`config.mk`:
```
export PLATFORM = sky130hd
export DESIGN_NAME = spi_req_queue
export DESIGN_NICKNAME = d
export VERILOG_FILES = /design/src/rtl/spi_pkg.sv /design/src/rtl/spi_req_fifo.sv /design/src/rtl/spi_req_queue.sv
export SDC_FILE = /design/constraint.sdc
export NUM_CORES = 1
export LEC_CHECK = 0
export BUFFER_PORTS_ARGS = -buffer_cell sky130_fd_sc_hd__buf_2
export CORE_ASPECT_RATIO = 0.9
export CORE_UTILIZATION = 55
export DETAILED_ROUTE_END_ITERATION = 7
export PLACE_DENSITY_LB_ADDON = 0.25
export SYNTH_ARGS = -nofsm -noshare
export SYNTH_HDL_FRONTEND = slang
export SYNTH_HIERARCHICAL = 1
export SYNTH_SLANG_ARGS = --single-unit
```
`constraint.sdc`:
```
create_clock -name clk_i -period 3.15 [get_ports clk_i]
set_input_delay 0.63 -clock clk_i [delete_from_list [all_inputs] [get_ports clk_i]]
set_output_delay 0.63 -clock clk_i [all_outputs]
set_load 0.005 [all_outputs]
```
`src/rtl/spi_pkg.sv`:
```
`default_nettype none
// ============================================================================
// Module      : spi_pkg
// Description : Shared definitions for the SPI host request queue: command
//               codes, packed stream-word field offsets, the queue FSM state
//               type and a helper that builds a stream word from a request.
// Revision    : 1.0 - initial release
// ============================================================================
package spi_pkg;

    localparam logic [3:0] CMD_READ  = 4'b1011;
    localparam logic [3:0] CMD_WRITE = 4'b1010;

    // Packed word layout: {cmd[3:0], addr[3:0], len[7:0], wdata[15:0]}
    localparam int CMD_LSB   = 28;
    localparam int ADDR_LSB  = 24;
    localparam int LEN_LSB   = 16;
    localparam int WDATA_LSB = 0;

    typedef enum logic [1:0] {
        IDLE  = 2'd0,
        ISSUE = 2'd1,
        WAIT  = 2'd2,
        RESP  = 2'd3
    } state_t;

    // len field carries the bit count (len_minus_one + 1); reads never carry
    // write data so the controller sees a clean zero payload.
    function automatic logic [31:0] pack_req(
        input logic        is_rd,
        input logic [3:0]  addr,
        input logic [3:0]  len_m1,
        input logic [15:0] wdata
    );
        logic [7:0] w_len;
        w_len    = {4'b0000, len_m1} + 8'd1;
        pack_req = {(is_rd ? CMD_READ : CMD_WRITE), addr, w_len,
                    (is_rd ? 16'h0000 : wdata)};
    endfunction

endpackage
`default_nettype wire

```
`src/rtl/spi_req_fifo.sv`:
```
`default_nettype none
// ============================================================================
// Module      : spi_req_fifo
// Description : Synchronous DEPTH x WIDTH FIFO. Push is ignored when full,
//               pop is ignored when empty, push+pop together keep the level.
//               The head entry is read straight from flop storage, so it is
//               valid in the same cycle the FIFO reports non-empty.
// Ports       : clk_i, rst_n_i (sync, active-low)
//               push_i/din_i      - write side
//               pop_i/head_o      - read side (head_o = oldest entry)
//               full_o/empty_o    - status
//               level_o           - number of stored entries
// Revision    : 1.0 - initial release
// ============================================================================
module spi_req_fifo #(
    parameter int DEPTH = 4,
    parameter int WIDTH = 36
) (
    input  logic                     clk_i,
    input  logic                     rst_n_i,
    input  logic                     push_i,
    input  logic [WIDTH-1:0]         din_i,
    input  logic                     pop_i,
    output logic [WIDTH-1:0]         head_o,
    output logic                     full_o,
    output logic                     empty_o,
    output logic [$clog2(DEPTH):0]   level_o
);

    localparam int PTR_W = $clog2(DEPTH);
    localparam logic [PTR_W-1:0] c_ptr_one = PTR_W'(1);
    localparam logic [PTR_W:0]   c_lvl_one = (PTR_W + 1)'(1);
    localparam logic [PTR_W:0]   c_lvl_max = (PTR_W + 1)'(DEPTH);

    logic [WIDTH-1:0] r_mem [DEPTH];
    logic [PTR_W-1:0] r_wr_ptr;
    logic [PTR_W-1:0] r_rd_ptr;
    logic [PTR_W:0]   r_level;
    logic             w_push;
    logic             w_pop;

    assign full_o  = (r_level == c_lvl_max);
    assign empty_o = (r_level == '0);
    assign level_o = r_level;
    assign head_o  = r_mem[r_rd_ptr];

    assign w_push = push_i && !full_o;
    assign w_pop  = pop_i && !empty_o;

    // Pointers are exactly PTR_W bits wide, so they wrap modulo DEPTH.
    always_ff @(posedge clk_i) begin
        if (!rst_n_i) begin
            r_wr_ptr <= '0;
            r_rd_ptr <= '0;
            r_level  <= '0;
        end else begin
            if (w_push) r_wr_ptr <= r_wr_ptr + c_ptr_one;
            if (w_pop)  r_rd_ptr <= r_rd_ptr + c_ptr_one;
            case ({w_push, w_pop})
                2'b10:   r_level <= r_level + c_lvl_one;
                2'b01:   r_level <= r_level - c_lvl_one;
                default: r_level <= r_level;
            endcase
        end
    end

    // Storage needs no reset: entries are only observed once pushed.
    always_ff @(posedge clk_i) begin
        if (w_push) r_mem[r_wr_ptr] <= din_i;
    end

endmodule
`default_nettype wire

```
`src/rtl/spi_req_queue.sv`:
```
`default_nettype none
// ============================================================================
// Module      : spi_req_queue
// Description : Host-side request queue in front of the SPI master. Packs
//               read/write requests into 32-bit stream words, buffers them,
//               issues them one at a time and returns one tagged response
//               per request.
// Config      : SPI_REQ_QUEUE_TIMEOUT_EN - when defined, a WAIT watchdog of
//               TIMEOUT_CYCLES cycles ends a stuck transfer with rsp_err_o=1.
//               When undefined, rsp_err_o is tied low and WAIT never expires.
// Ports       : clk_i, rst_n_i (sync, active-low)
//               req_*      - host request (valid/ready)
//               spi_req_*  - packed word to the controller (valid/ready)
//               spi_rx_*   - controller read data (valid/ready), spi_eot_i
//               rsp_*      - tagged response to the host (valid/ready)
//               fifo_level_o - queued request count
// Revision    : 1.0 - initial release
// ============================================================================
module spi_req_queue
    import spi_pkg::*;
#(
    parameter int DEPTH          = 4,
    parameter int TAG_W          = 4,
    parameter int TIMEOUT_CYCLES = 4096
) (
    input  logic                   clk_i,
    input  logic                   rst_n_i,
    input  logic                   req_vld_i,
    output logic                   req_rdy_o,
    input  logic                   req_is_rd_i,
    input  logic [3:0]             req_addr_i,
    input  logic [3:0]             req_len_i,
    input  logic [15:0]            req_wdata_i,
    input  logic [TAG_W-1:0]       req_tag_i,
    output logic [31:0]            spi_req_o,
    output logic                   spi_req_vld_o,
    input  logic                   spi_req_rdy_i,
    input  logic [31:0]            spi_rx_data_i,
    input  logic                   spi_rx_vld_i,
    output logic                   spi_rx_rdy_o,
    input  logic                   spi_eot_i,
    output logic                   rsp_vld_o,
    input  logic                   rsp_rdy_i,
    output logic [TAG_W-1:0]       rsp_tag_o,
    output logic                   rsp_is_rd_o,
    output logic [15:0]            rsp_rdata_o,
    output logic                   rsp_err_o,
    output logic [$clog2(DEPTH):0] fifo_level_o
);

    localparam int ENTRY_W = 32 + TAG_W;

    generate
        if ((DEPTH < 2) || ((DEPTH & (DEPTH - 1)) != 0) || (TIMEOUT_CYCLES < 2)) begin : g_bad_params
            $error("spi_req_queue: DEPTH must be a power of two >= 2, TIMEOUT_CYCLES >= 2");
        end
    endgenerate

    state_t             r_state;
    logic [TAG_W-1:0]   r_cur_tag;
    logic               r_is_rd;
    logic               r_got_rx;
    logic               r_got_eot;
    logic [15:0]        r_rx_data;

    logic [ENTRY_W-1:0] w_push_entry;
    logic [ENTRY_W-1:0] w_head;
    logic               w_push;
    logic               w_pop;
    logic               w_full;
    logic               w_empty;
    logic               w_head_is_rd;
    logic               w_rx_now;
    logic               w_done;
    logic               w_timeout;
    logic [15:0]        w_rdata;
    logic               w_unused;

    // ---------------- request packing and FIFO ----------------
    assign w_push_entry = {req_tag_i, pack_req(req_is_rd_i, req_addr_i, req_len_i, req_wdata_i)};
    assign req_rdy_o    = !w_full;
    assign w_push       = req_vld_i && req_rdy_o;
    assign w_pop        = (r_state == ISSUE) && spi_req_rdy_i;
    assign w_head_is_rd = (w_head[CMD_LSB +: 4] == CMD_READ);

    spi_req_fifo #(
        .DEPTH (DEPTH),
        .WIDTH (ENTRY_W)
    ) u_fifo (
        .clk_i   (clk_i),
        .rst_n_i (rst_n_i),
        .push_i  (w_push),
        .din_i   (w_push_entry),
        .pop_i   (w_pop),
        .head_o  (w_head),
        .full_o  (w_full),
        .empty_o (w_empty),
        .level_o (fifo_level_o)
    );

    // ---------------- completion ----------------
    // rx and eot may arrive in either order or together, so the current
    // cycle's inputs are OR-ed with the sticky flags.
    assign w_rx_now = spi_rx_vld_i && spi_rx_rdy_o;
    assign w_done   = (r_state == WAIT) && (r_got_eot || spi_eot_i) &&
                      (!r_is_rd || r_got_rx || w_rx_now);
    // First accepted rx word wins; a later one in the same transfer is dropped.
    assign w_rdata  = r_got_rx ? r_rx_data : spi_rx_data_i[15:0];

    // Only the low half of the right-justified rx word is returned.
    assign w_unused = &{1'b0, spi_rx_data_i[31:16]};

`ifdef SPI_REQ_QUEUE_TIMEOUT_EN
    localparam int TMO_W = $clog2(TIMEOUT_CYCLES) + 1;
    localparam logic [TMO_W-1:0] c_tmo_last = TMO_W'(TIMEOUT_CYCLES - 1);
    localparam logic [TMO_W-1:0] c_tmo_one  = TMO_W'(1);
    logic [TMO_W-1:0] r_tmo_cnt;

    assign w_timeout = (r_state == WAIT) && !w_done && (r_tmo_cnt == c_tmo_last);
`else
    assign w_timeout = 1'b0;
    assign rsp_err_o = 1'b0;
`endif

    // ---------------- control FSM ----------------
    // All interface outputs are registered: each transition loads the
    // values the next state must present.
    always_ff @(posedge clk_i) begin
        if (!rst_n_i) begin
            r_state       <= IDLE;
            spi_req_o     <= '0;
            spi_req_vld_o <= 1'b0;
            spi_rx_rdy_o  <= 1'b0;
            rsp_vld_o     <= 1'b0;
            rsp_tag_o     <= '0;
            rsp_is_rd_o   <= 1'b0;
            rsp_rdata_o   <= '0;
            r_cur_tag     <= '0;
            r_is_rd       <= 1'b0;
            r_got_rx      <= 1'b0;
            r_got_eot     <= 1'b0;
            r_rx_data     <= '0;
`ifdef SPI_REQ_QUEUE_TIMEOUT_EN
            rsp_err_o     <= 1'b0;
            r_tmo_cnt     <= '0;
`endif
        end else begin
            case (r_state)
                IDLE: begin
                    // Keep draining stale rx words while idle.
                    spi_rx_rdy_o <= 1'b1;
                    if (!w_empty) begin
                        r_state       <= ISSUE;
                        spi_req_o     <= w_head[31:0];
                        spi_req_vld_o <= 1'b1;
                        spi_rx_rdy_o  <= 1'b0;
                    end
                end
                ISSUE: begin
                    if (spi_req_rdy_i) begin
                        r_state       <= WAIT;
                        spi_req_vld_o <= 1'b0;
                        spi_rx_rdy_o  <= 1'b1;
                        r_cur_tag     <= w_head[32 +: TAG_W];
                        r_is_rd       <= w_head_is_rd;
                        r_got_rx      <= 1'b0;
                        r_got_eot     <= 1'b0;
`ifdef SPI_REQ_QUEUE_TIMEOUT_EN
                        r_tmo_cnt     <= '0;
`endif
                    end
                end
                WAIT: begin
                    if (spi_eot_i) r_got_eot <= 1'b1;
                    if (w_rx_now && r_is_rd && !r_got_rx) begin
                        r_got_rx  <= 1'b1;
                        r_rx_data <= spi_rx_data_i[15:0];
                    end
`ifdef SPI_REQ_QUEUE_TIMEOUT_EN
                    r_tmo_cnt <= r_tmo_cnt + c_tmo_one;
`endif
                    if (w_done || w_timeout) begin
                        r_state      <= RESP;
                        spi_rx_rdy_o <= 1'b0;
                        rsp_vld_o    <= 1'b1;
                        rsp_tag_o    <= r_cur_tag;
                        rsp_is_rd_o  <= r_is_rd;
                        rsp_rdata_o  <= (r_is_rd && w_done) ? w_rdata : 16'h0000;
`ifdef SPI_REQ_QUEUE_TIMEOUT_EN
                        rsp_err_o    <= !w_done;
`endif
                    end
                end
                RESP: begin
                    if (rsp_rdy_i) begin
                        r_state      <= IDLE;
                        rsp_vld_o    <= 1'b0;
                        spi_rx_rdy_o <= 1'b1;
                    end
                end
                default: r_state <= IDLE;
            endcase
        end
    end

endmodule
`default_nettype wire

```
==> results.json, run 1 <==
{
  "leakage_nw": 4.11,
  "wl_per_cell_um": 17.9,
  "p_switching_mw": 2.01,
  "nets": 890,
  "num_io_pins": 129,
  "std_cell_rows": 45,
  "grt_first_pass_wirelength_um": 29700,
  "post_dp_cell_area_um2": 10300,
  "ys_seq_elements": 234,
  "yosysSeqAreaShare_pct": 64.5,
  "dieWidth_um": 140,
  "synthArstFlopShare_pct": 0,
  "grt_start_max_net_pins": 62,
  "worst_slew_pin_slew_ps": 881,
  "synth_top_area_share_pct": 45.6,
  "status": "completed",
  "synth_area_leader_cell": "edfxtp_1",
  "path_max_fanout": 8,
  "ys.flop_type": "edfxtp_1",
  "start_util_pct": 56.2,
  "synth_edf_count": 144,
  "cts_tree": "done",
  "avgSynthCellArea_um2": 14.0,
  "p_per_area_nw_per_um2": 697,
  "yosysWarnings": 6,
  "cap_violations": 0,
  "clkSlewWorstSetupHoldPaths_ps": 70,
  "cts_resized": 0,
  "via_per_inst": 5.58,
  "design_area_um2": 11100,
  "ir_drop_uv": 574,
  "dr.first_iter.drc_count": 273,
  "hold_path.class": "in -> reg",
  "intPower_mw": 5.72,
  "routed_wl_um": 18600,
  "post-cts-setup-buffer-count": 0,
  "total_power_mw": 7.74,
  "clock_sinks": 234,
  "area_growth_pct": 16.9,
  "antenna_left": 0,
  "cts_buffer_depth": 3,
  "cp.required_ps": 3590,
  "grt_usage_pct": 21.4,
  "via_count": 5792,
  "fin_crit_sh_pct": 83.9,
  "hold_viol": 0,
  "cts-root-buf": "clkbuf_16",
  "syn_area_um2": 9490,
  "combPwrFrac_pct": 15.8,
  "pwr-share-clk_pct": 36.2,
  "swShare_pct": 26.0,
  "clock_latency_ps": 520,
  "hold_ws_ps": 331,
  "die_h_um": 127,
  "endpoint_kind": "register",
  "worstSetupPathType": "reg -> reg",
  "antenna_found_initial": 0,
  "place_congestion": 0.798,
  "maxSlewHeadroom_pct": 41.1,
  "fin_crit_ps": 2640,
  "rsz0062_at_grt": "no",
  "postCtsHoldBufs": 0,
  "layout-drive-gt1-share_pct": 27.9,
  "dp.final_hpwl_um": 11700,
  "synth_cell_type_count": 49,
  "grt_pass1_vias": 5860,
  "antenna_cells": 0,
  "synth_area_leaders": "edfxtp_1, dfxtp_1, mux4_2",
  "dieArea_um2": 17800,
  "route.detailed.drc": 0,
  "numPortBuffers": 111,
  "pwr-share-seq_pct": 48.0,
  "setup_viol": 0,
  "drv_slew": 0,
  "gr-total-overflow": 0,
  "cp.arrival_ps": 3090,
  "core-area_um2": 16900,
  "syn_inst": 678,
  "max_clock_freq_ghz": 0.378,
  "cts.htree.levels": 1,
  "cts_buffers": 23,
  "fin_setup_tns_ps": 0,
  "drt_pass1_iterations": 5,
  "fin_skew_ps": 13.3,
  "startpoint_type": "register"
}
logic make-up after synthesis:
logic type	share of synthesized area, %
adder cells (fa/ha/maj)	1.66
AO/OA/AOI/OAI	7.29
other	0.0791
flip-flops	64.5
XOR/XNOR	0.369
buffers and inverters	3.23
multiplexers	13.0
AND/OR/NAND/NOR	9.87
cell type report:
type | count | area (um^2)
multi-input combinational | 413 | 3160
fill | 1235 | 5790
timing repair buffer | 127 | 716
inverter | 11 | 41.3
clock buffer | 32 | 669
tap | 211 | 264
clock inverter | 10 | 119
sequential | 234 | 6130
state kept, by name, indices dropped and copies added, names as in the netlist, 2 cells and up, named ones only:
name	count
u_fifo/r_wr_ptr	2
u_fifo/level_o	3
u_fifo/r_rd_ptr	2
r_rx_data	16
u_fifo/r_mem	144
r_cur_tag	4
spi_req_o	32
r_state	2
rsp_tag_o	4
rsp_rdata_o	16
cells in the mapped netlist (all sizes together) (16+ instances only):
master,n
mux4,36
mux2,16
mux2i,24
nor2b,23
a21boi,56
nand2,128
nand3,20
dfxtp,90
edfxtp,144
o21ai,23
clkbuf,18
buf,25
layer usage:
| layer | track usage, % | vias to the layer above | wire, um |
|---|---|---|---|
| met1 | 28.1 | 2881 | 8140 |
| li1 | - | 2719 | - |
| met5 | 0 | - | 0 |
| met2 | 37.0 | 170 | 9190 |
| met3 | 3.78 | 22 | 993 |
| met4 | 5.69 | 0 | 294 |
final timing paths:
check	start	to	slack, ps	cells past startpoint
setup / recovery	r_state[1]	u_fifo/level_o[2]	510	11
setup reg to reg	r_state[1]	u_fifo/level_o[2]	510	11
hold reg to reg	rsp_rdata_o[3]	rsp_rdata_o[3]	460	2
hold / removal	req_addr_i[2]	u_fifo/r_mem[1][26]	330	1
critical path: stages (launching register included):
cell,delay (ps)
dfxtp_1,360
inv_1,120
ha_1,250
nand2_1,100
inv_1,220
nor2b_1,250
ha_1,220
inv_1,60
fa_1,370
xor2_1,160
or3_1,320
a21boi_1,140
power groups by stage:
| stage | Sequential, mW | Clock [mW] | Combinational [mW] |
|---|---|---|---|
| after detailed placement | 3.78 | 0 | 1.23 |
| after global routing | 3.75 | 2.97 | 1.35 |
| after global placement | 3.75 | 0 | 1.20 |
| final | 3.71 | 2.80 | 1.22 |
| after floorplan | 3.74 | 0 | 0.805 |
| after CTS | 3.72 | 2.85 | 1.24 |
cell usage in the layout, fill, tap and decap left out, drive strengths merged, types with 3 or more instances in the layout:
cell type,synthesis,layout
buf,25,127
clkinv,0,7
mux2i,24,24
o211ai,4,4
inv,11,12
conb,2,25
nand3,20,20
nand2,128,128
mux4,36,36
o311ai,3,3
nand2b,4,4
dfxtp,90,90
o21ai,23,23
and2,9,9
nor2b,23,23
nor3b,3,3
ha,11,11
a21boi,56,56
edfxtp,144,144
clkbuf,18,32
mux2,16,16
through the flow:
stage | setup slack, ps | instances | util, %
2_1_floorplan | 757 | 701 | -
3_3_place_gp | 628 | 996 | 61.0
3_5_place_dp | 585 | 996 | 61.0
4_1_cts | 559 | 1038 | 65.7
5_1_grt | 336 | 1038 | 65.7
6_report | 507 | 1038 | 65.7
No activity file was read; power rests on OpenSTA's default activity.
==> inputs of run 2 (changes only) <==
Clock period 3.15 ns to 2.61 ns, I/O delays scaled along.
==> results.json, run 2 (same netlist as run 1, synthesis figures left out) <==
{
  "status": "completed",
  "numPortBuffers": 111,
  "pwr-share-clk_pct": 34.3,
  "nFillCells": 1220,
  "dieArea_um2": 17800,
  "reg2reg_slack_ps": 180,
  "dp_slack_ps": 147,
  "mostFrequentLayoutCell": "edfxtp_1",
  "topRoutingLayerUsed": "met4",
  "core-area_um2": 16900,
  "largest_reg_flops": 144,
  "startpoint_type": "register",
  "reg_top3": "u_fifo/r_mem x144, spi_req_o x32",
  "swShare_pct": 26.4,
  "setup_slack_ps": 184,
  "rsz0062_at_grt": "no",
  "fin_skew_ps": 13.4,
  "fin_crit_sh_pct": 93.0,
  "cts-root-buf": "clkbuf_16",
  "grt_pass1_vias": 5875,
  "hold_viol": 0,
  "wl_per_cell_um": 18.1,
  "antenna_found_initial": 0,
  "dr_wl_met2_um": 9470,
  "pwr-share-seq_pct": 48.8,
  "hold_path.class": "in -> reg",
  "antenna_left": 0,
  "wl_met3_um": 1100,
  "via_count": 5812,
  "nets": 897,
  "p_per_area_nw_per_um2": 826,
  "cp.required_ps": 3040,
  "die_h_um": 127,
  "cp_common_cell": "inv_1",
  "path_max_fanout": 6,
  "cts_buffers": 24,
  "cap_violations": 0,
  "clkSlewWorstSetupHoldPaths_ps": 60,
  "post_dp_cell_area_um2": 10400,
  "dieWidth_um": 140,
  "cts.htree.levels": 1,
  "drt-met1-wl_um": 8160,
  "cp_slowest_cell": "fa_1",
  "hp-start": "req_addr_i[1]",
  "std_cell_rows": 45,
  "setup.worst_path.start": "r_state[1]",
  "cp.arrival_ps": 2850,
  "cts_tree": "done",
  "drt_pass1_iterations": 5,
  "crit_chain": "inv_1 > ha_1 > nand2_1 > inv_1 > nor2b_2 > ha_1 > inv_1 > fa_1 > xor2_1 > or3_1 > a21boi_1",
  "endpoint_kind": "register",
  "num_io_pins": 129,
  "clock_latency_ps": 510,
  "clock_sinks": 234,
  "area_growth_pct": 17.0,
  "gr-total-overflow": 0,
  "fin_crit_ps": 2430,
  "instances_no_fill": 1045,
  "leakage_nw": 4.10,
  "via_per_inst": 5.56,
  "setup_viol": 0,
  "route.detailed.drc": 0,
  "intPower_mw": 6.75,
  "max_clock_freq_ghz": 0.412,
  "antenna_cells": 0,
  "p_switching_mw": 2.42,
  "layout-drive-gt1-share_pct": 27.6,
  "cpPeakStageDelay_ps": 370,
  "dpl.cell_count": 1002,
  "mostFrequentLayoutCells": "edfxtp_1, nand2_1, buf_2",
  "routed_wl_um": 19000,
  "place_congestion": 0.807,
  "ir_drop_uv": 459,
  "dr.first_iter.drc_count": 370,
  "design_area_um2": 11100,
  "regMostFlops": "u_fifo/r_mem",
  "post-cts-setup-buffer-count": 0,
  "drv_slew": 0,
  "grt_usage_pct": 22.0,
  "fin_setup_tns_ps": 0,
  "maxSlewHeadroom_pct": 47.8,
  "worst_slew_pin_slew_ps": 783,
  "cts_buffer_depth": 3,
  "grt_first_pass_wirelength_um": 30200,
  "postCtsHoldBufs": 0,
  "cts_resized": 0,
  "dp.final_hpwl_um": 11800,
  "r2r_start": "r_state[1]",
  "worstSetupPathType": "reg -> reg",
  "start_util_pct": 56.2,
  "grt_start_max_net_pins": 53,
  "combPwrFrac_pct": 16.9
}
run 2: cell types whose count changed in the layout (fill, tap and decap cells not counted), sizes merged:
cell	change
clkbuf	+4
bufinv	-2
buf	+6
clkinv	-1
clkinvlp	+1
inv	-1
run 2: metrics by stage:
step                      hold WS, ps  util [%]  power [mW]
after floorplan                   438         -        5.49
after CTS                         202      65.8        9.25
after global placement            441      61.4        6.02
final                             221      65.8        9.18
after global routing              211      65.8        9.58
after detailed placement          444      61.4        6.11
run 2: final cells by class:
| class | instances | area, um^2 | area share (%) |
|---|---|---|---|
| Clock buffer | 36 | 686 | 6.17 |
| Clock inverter | 7 | 43.8 | 0.394 |
| Inverter | 11 | 41.3 | 0.372 |
| Multi-Input combinational cell | 413 | 3160 | 28.5 |
| Sequential cell | 234 | 6130 | 55.2 |
| Tap cell | 211 | 264 | 2.38 |
| Timing Repair Buffer | 133 | 786 | 7.07 |
run 2: power by group through the flow:
stage | registers (mW) | logic, mW | clock network, mW
2_1_floorplan | 4.52 | 0.972 | 0
3_3_place_gp | 4.52 | 1.50 | 0
3_5_place_dp | 4.56 | 1.55 | 0
4_1_cts | 4.48 | 1.56 | 3.21
5_1_grt | 4.51 | 1.71 | 3.36
6_report | 4.48 | 1.55 | 3.15
run 2: final timing paths:
check	cells past startpoint	to
setup / recovery	11	u_fifo/level_o[2]
hold / removal	1	u_fifo/r_mem[2][25]
hold reg to reg	2	rsp_tag_o[2]
setup reg to reg	11	u_fifo/level_o[2]
run 2: metal layers:
metal / GRT usage (%) / up-vias
met5: 0 / -
met3: 3.70 / 27
met2: 38.3 / 192
li1: - / 2726
met4: 4.99 / 0
met1: 29.1 / 2867
run 2: worst max-delay path, delay by kind of cell (launching register included):
family	cells	cell delay, ps
adders and majority gates	3	800
and+or+nand+nor	3	590
DFF	1	360
buffers and inverters	3	260
AOI/OAI and AO/OA	1	170
xor gates and xnor gates	1	160
==> inputs of run 3 (changes only) <==
Settings changed: CORE_UTILIZATION 55 to 57.
==> results.json, run 3 (same netlist as run 1, synthesis figures left out) <==
{
  "status": "completed",
  "total_power_mw": 9.26,
  "cp.arrival_ps": 2810,
  "cts_buffers": 24,
  "cts_buffer_depth": 3,
  "cap_violations": 0,
  "hold_path_end": "u_fifo/r_mem[2][25]",
  "gr-total-overflow": 0,
  "grt_first_pass_wirelength_um": 31100,
  "die_h_um": 124,
  "fin_setup_tns_ps": 0,
  "route.detailed.drc": 0,
  "fin_skew_ps": 8.57,
  "hold_viol": 0,
  "worstRegToRegCells": 11,
  "grt_usage_pct": 22.9,
  "hp-start": "req_addr_i[1]",
  "mostFrequentLayoutCells": "edfxtp_1, nand2_1, buf_2",
  "leakage_nw": 4.12,
  "r2r-end": "u_fifo/level_o[2]",
  "layout-drive-gt1-share_pct": 27.8,
  "nets": 898,
  "antenna_found_initial": 3,
  "rsz0062_at_grt": "no",
  "post_dp_cell_area_um2": 10400,
  "hold_path.class": "in -> reg",
  "cts_tree": "done",
  "cp.required_ps": 3040,
  "grt_pass1_vias": 6071,
  "std_cell_rows": 44,
  "via_per_inst": 5.62,
  "dp_slack_ps": 204,
  "drv_slew": 0,
  "clock_latency_ps": 500,
  "num_io_pins": 129,
  "reg2reg_slack_ps": 230,
  "clkSlewWorstSetupHoldPaths_ps": 60,
  "setup_slack_ps": 233,
  "regMostFlops": "u_fifo/r_mem",
  "p_per_area_nw_per_um2": 833,
  "numPortBuffers": 111,
  "r2r_start": "r_state[1]",
  "max_clock_freq_ghz": 0.421,
  "wl_per_cell_um": 18.4,
  "fin_crit_sh_pct": 91.1,
  "setup_viol": 0,
  "routed_wl_um": 19200,
  "dieWidth_um": 138,
  "startpoint_type": "register",
  "dieArea_um2": 17200,
  "design_area_um2": 11100,
  "grt_start_max_net_pins": 51,
  "post-cts-setup-buffer-count": 0,
  "worstSetupPathType": "reg -> reg",
  "cts.htree.levels": 1,
  "worst_slew_pin_slew_ps": 776,
  "largest_reg_flops": 144,
  "reg_top3": "u_fifo/r_mem x144, spi_req_o x32",
  "place_congestion": 0.837,
  "postCtsHoldBufs": 0,
  "drt_pass1_iterations": 4,
  "cts-root-buf": "clkbuf_16",
  "fin_crit_ps": 2380,
  "dp.final_hpwl_um": 11900,
  "area_growth_pct": 17.1,
  "maxSlewHeadroom_pct": 48.2,
  "via_count": 5871,
  "path_max_fanout": 6,
  "endpoint_kind": "register",
  "core-area_um2": 16200,
  "holdPathStages": 1,
  "ir_drop_uv": 578,
  "clock_sinks": 234,
  "antenna_left": 0,
  "start_util_pct": 58.7,
  "dr.first_iter.drc_count": 296,
  "mostFrequentLayoutCell": "edfxtp_1"
}
## run 3: worst max-delay path by stage
| stage | start | endpoint | slack (ps) |
|---|---|---|---|
| after floorplan | r_state[1] | u_fifo/level_o[2] | 220 |
| after global placement | r_state[1] | u_fifo/level_o[2] | 320 |
| after detailed placement | r_state[1] | u_fifo/level_o[2] | 200 |
| after CTS | r_state[1] | u_fifo/level_o[2] | 190 |
| after global routing | r_state[1] | u_fifo/level_o[2] | 30 |
| final | r_state[1] | u_fifo/level_o[2] | 230 |
## run 3: timing repair
action | 4_1_cts | 5_1_grt
gates resized for setup | 0 | 1
endpoints found under the hold margin | 0 | 0
setup endpoints to repair | 0 | 1
## run 3: critical path, cell delays in order (launching register included)
cell and delay, ps:
dfxtp_1 360, inv_1 120, ha_1 230, nand2_1 90
inv_1 80, nor2b_2 180, ha_1 200, inv_1 60
fa_1 370, xor2_1 150, or3_1 320, a21boi_1 140
## run 3: layer usage
layer	wire [um]	global-route usage (%)	vias to the layer above
li1	-	-	2739
met1	8010	28.1	2936
met2	9890	41.6	164
met3	905	3.81	30
met4	419	6.66	2
met5	12	0	-
## run 3: power breakdown
group / internal, mW / switching, mW
Clock: 1.91 / 1.33
Sequential: 4.30 / 0.182
Combinational: 0.639 / 0.907
Total: 6.84 / 2.42
## run 3: per-stage QoR
step | cells | util [%] | hold slack, ps
final | 1044 | 68.7 | 233
after CTS | 1043 | 68.7 | 217
after global routing | 1044 | 68.7 | 221
after global placement | 999 | 64.0 | 441
after floorplan | 701 | - | 438
after detailed placement | 999 | 64.0 | 450
## run 3: area by class of cell
type	instances	area [um^2]
antenna	1	2.50
sequential	234	6130
clock buffer	34	679
inverter	11	41.3
clock inverter	10	72.6
tap	207	259
multi-input combinational	413	3160
timing repair buffer	134	778
fill	1171	5070
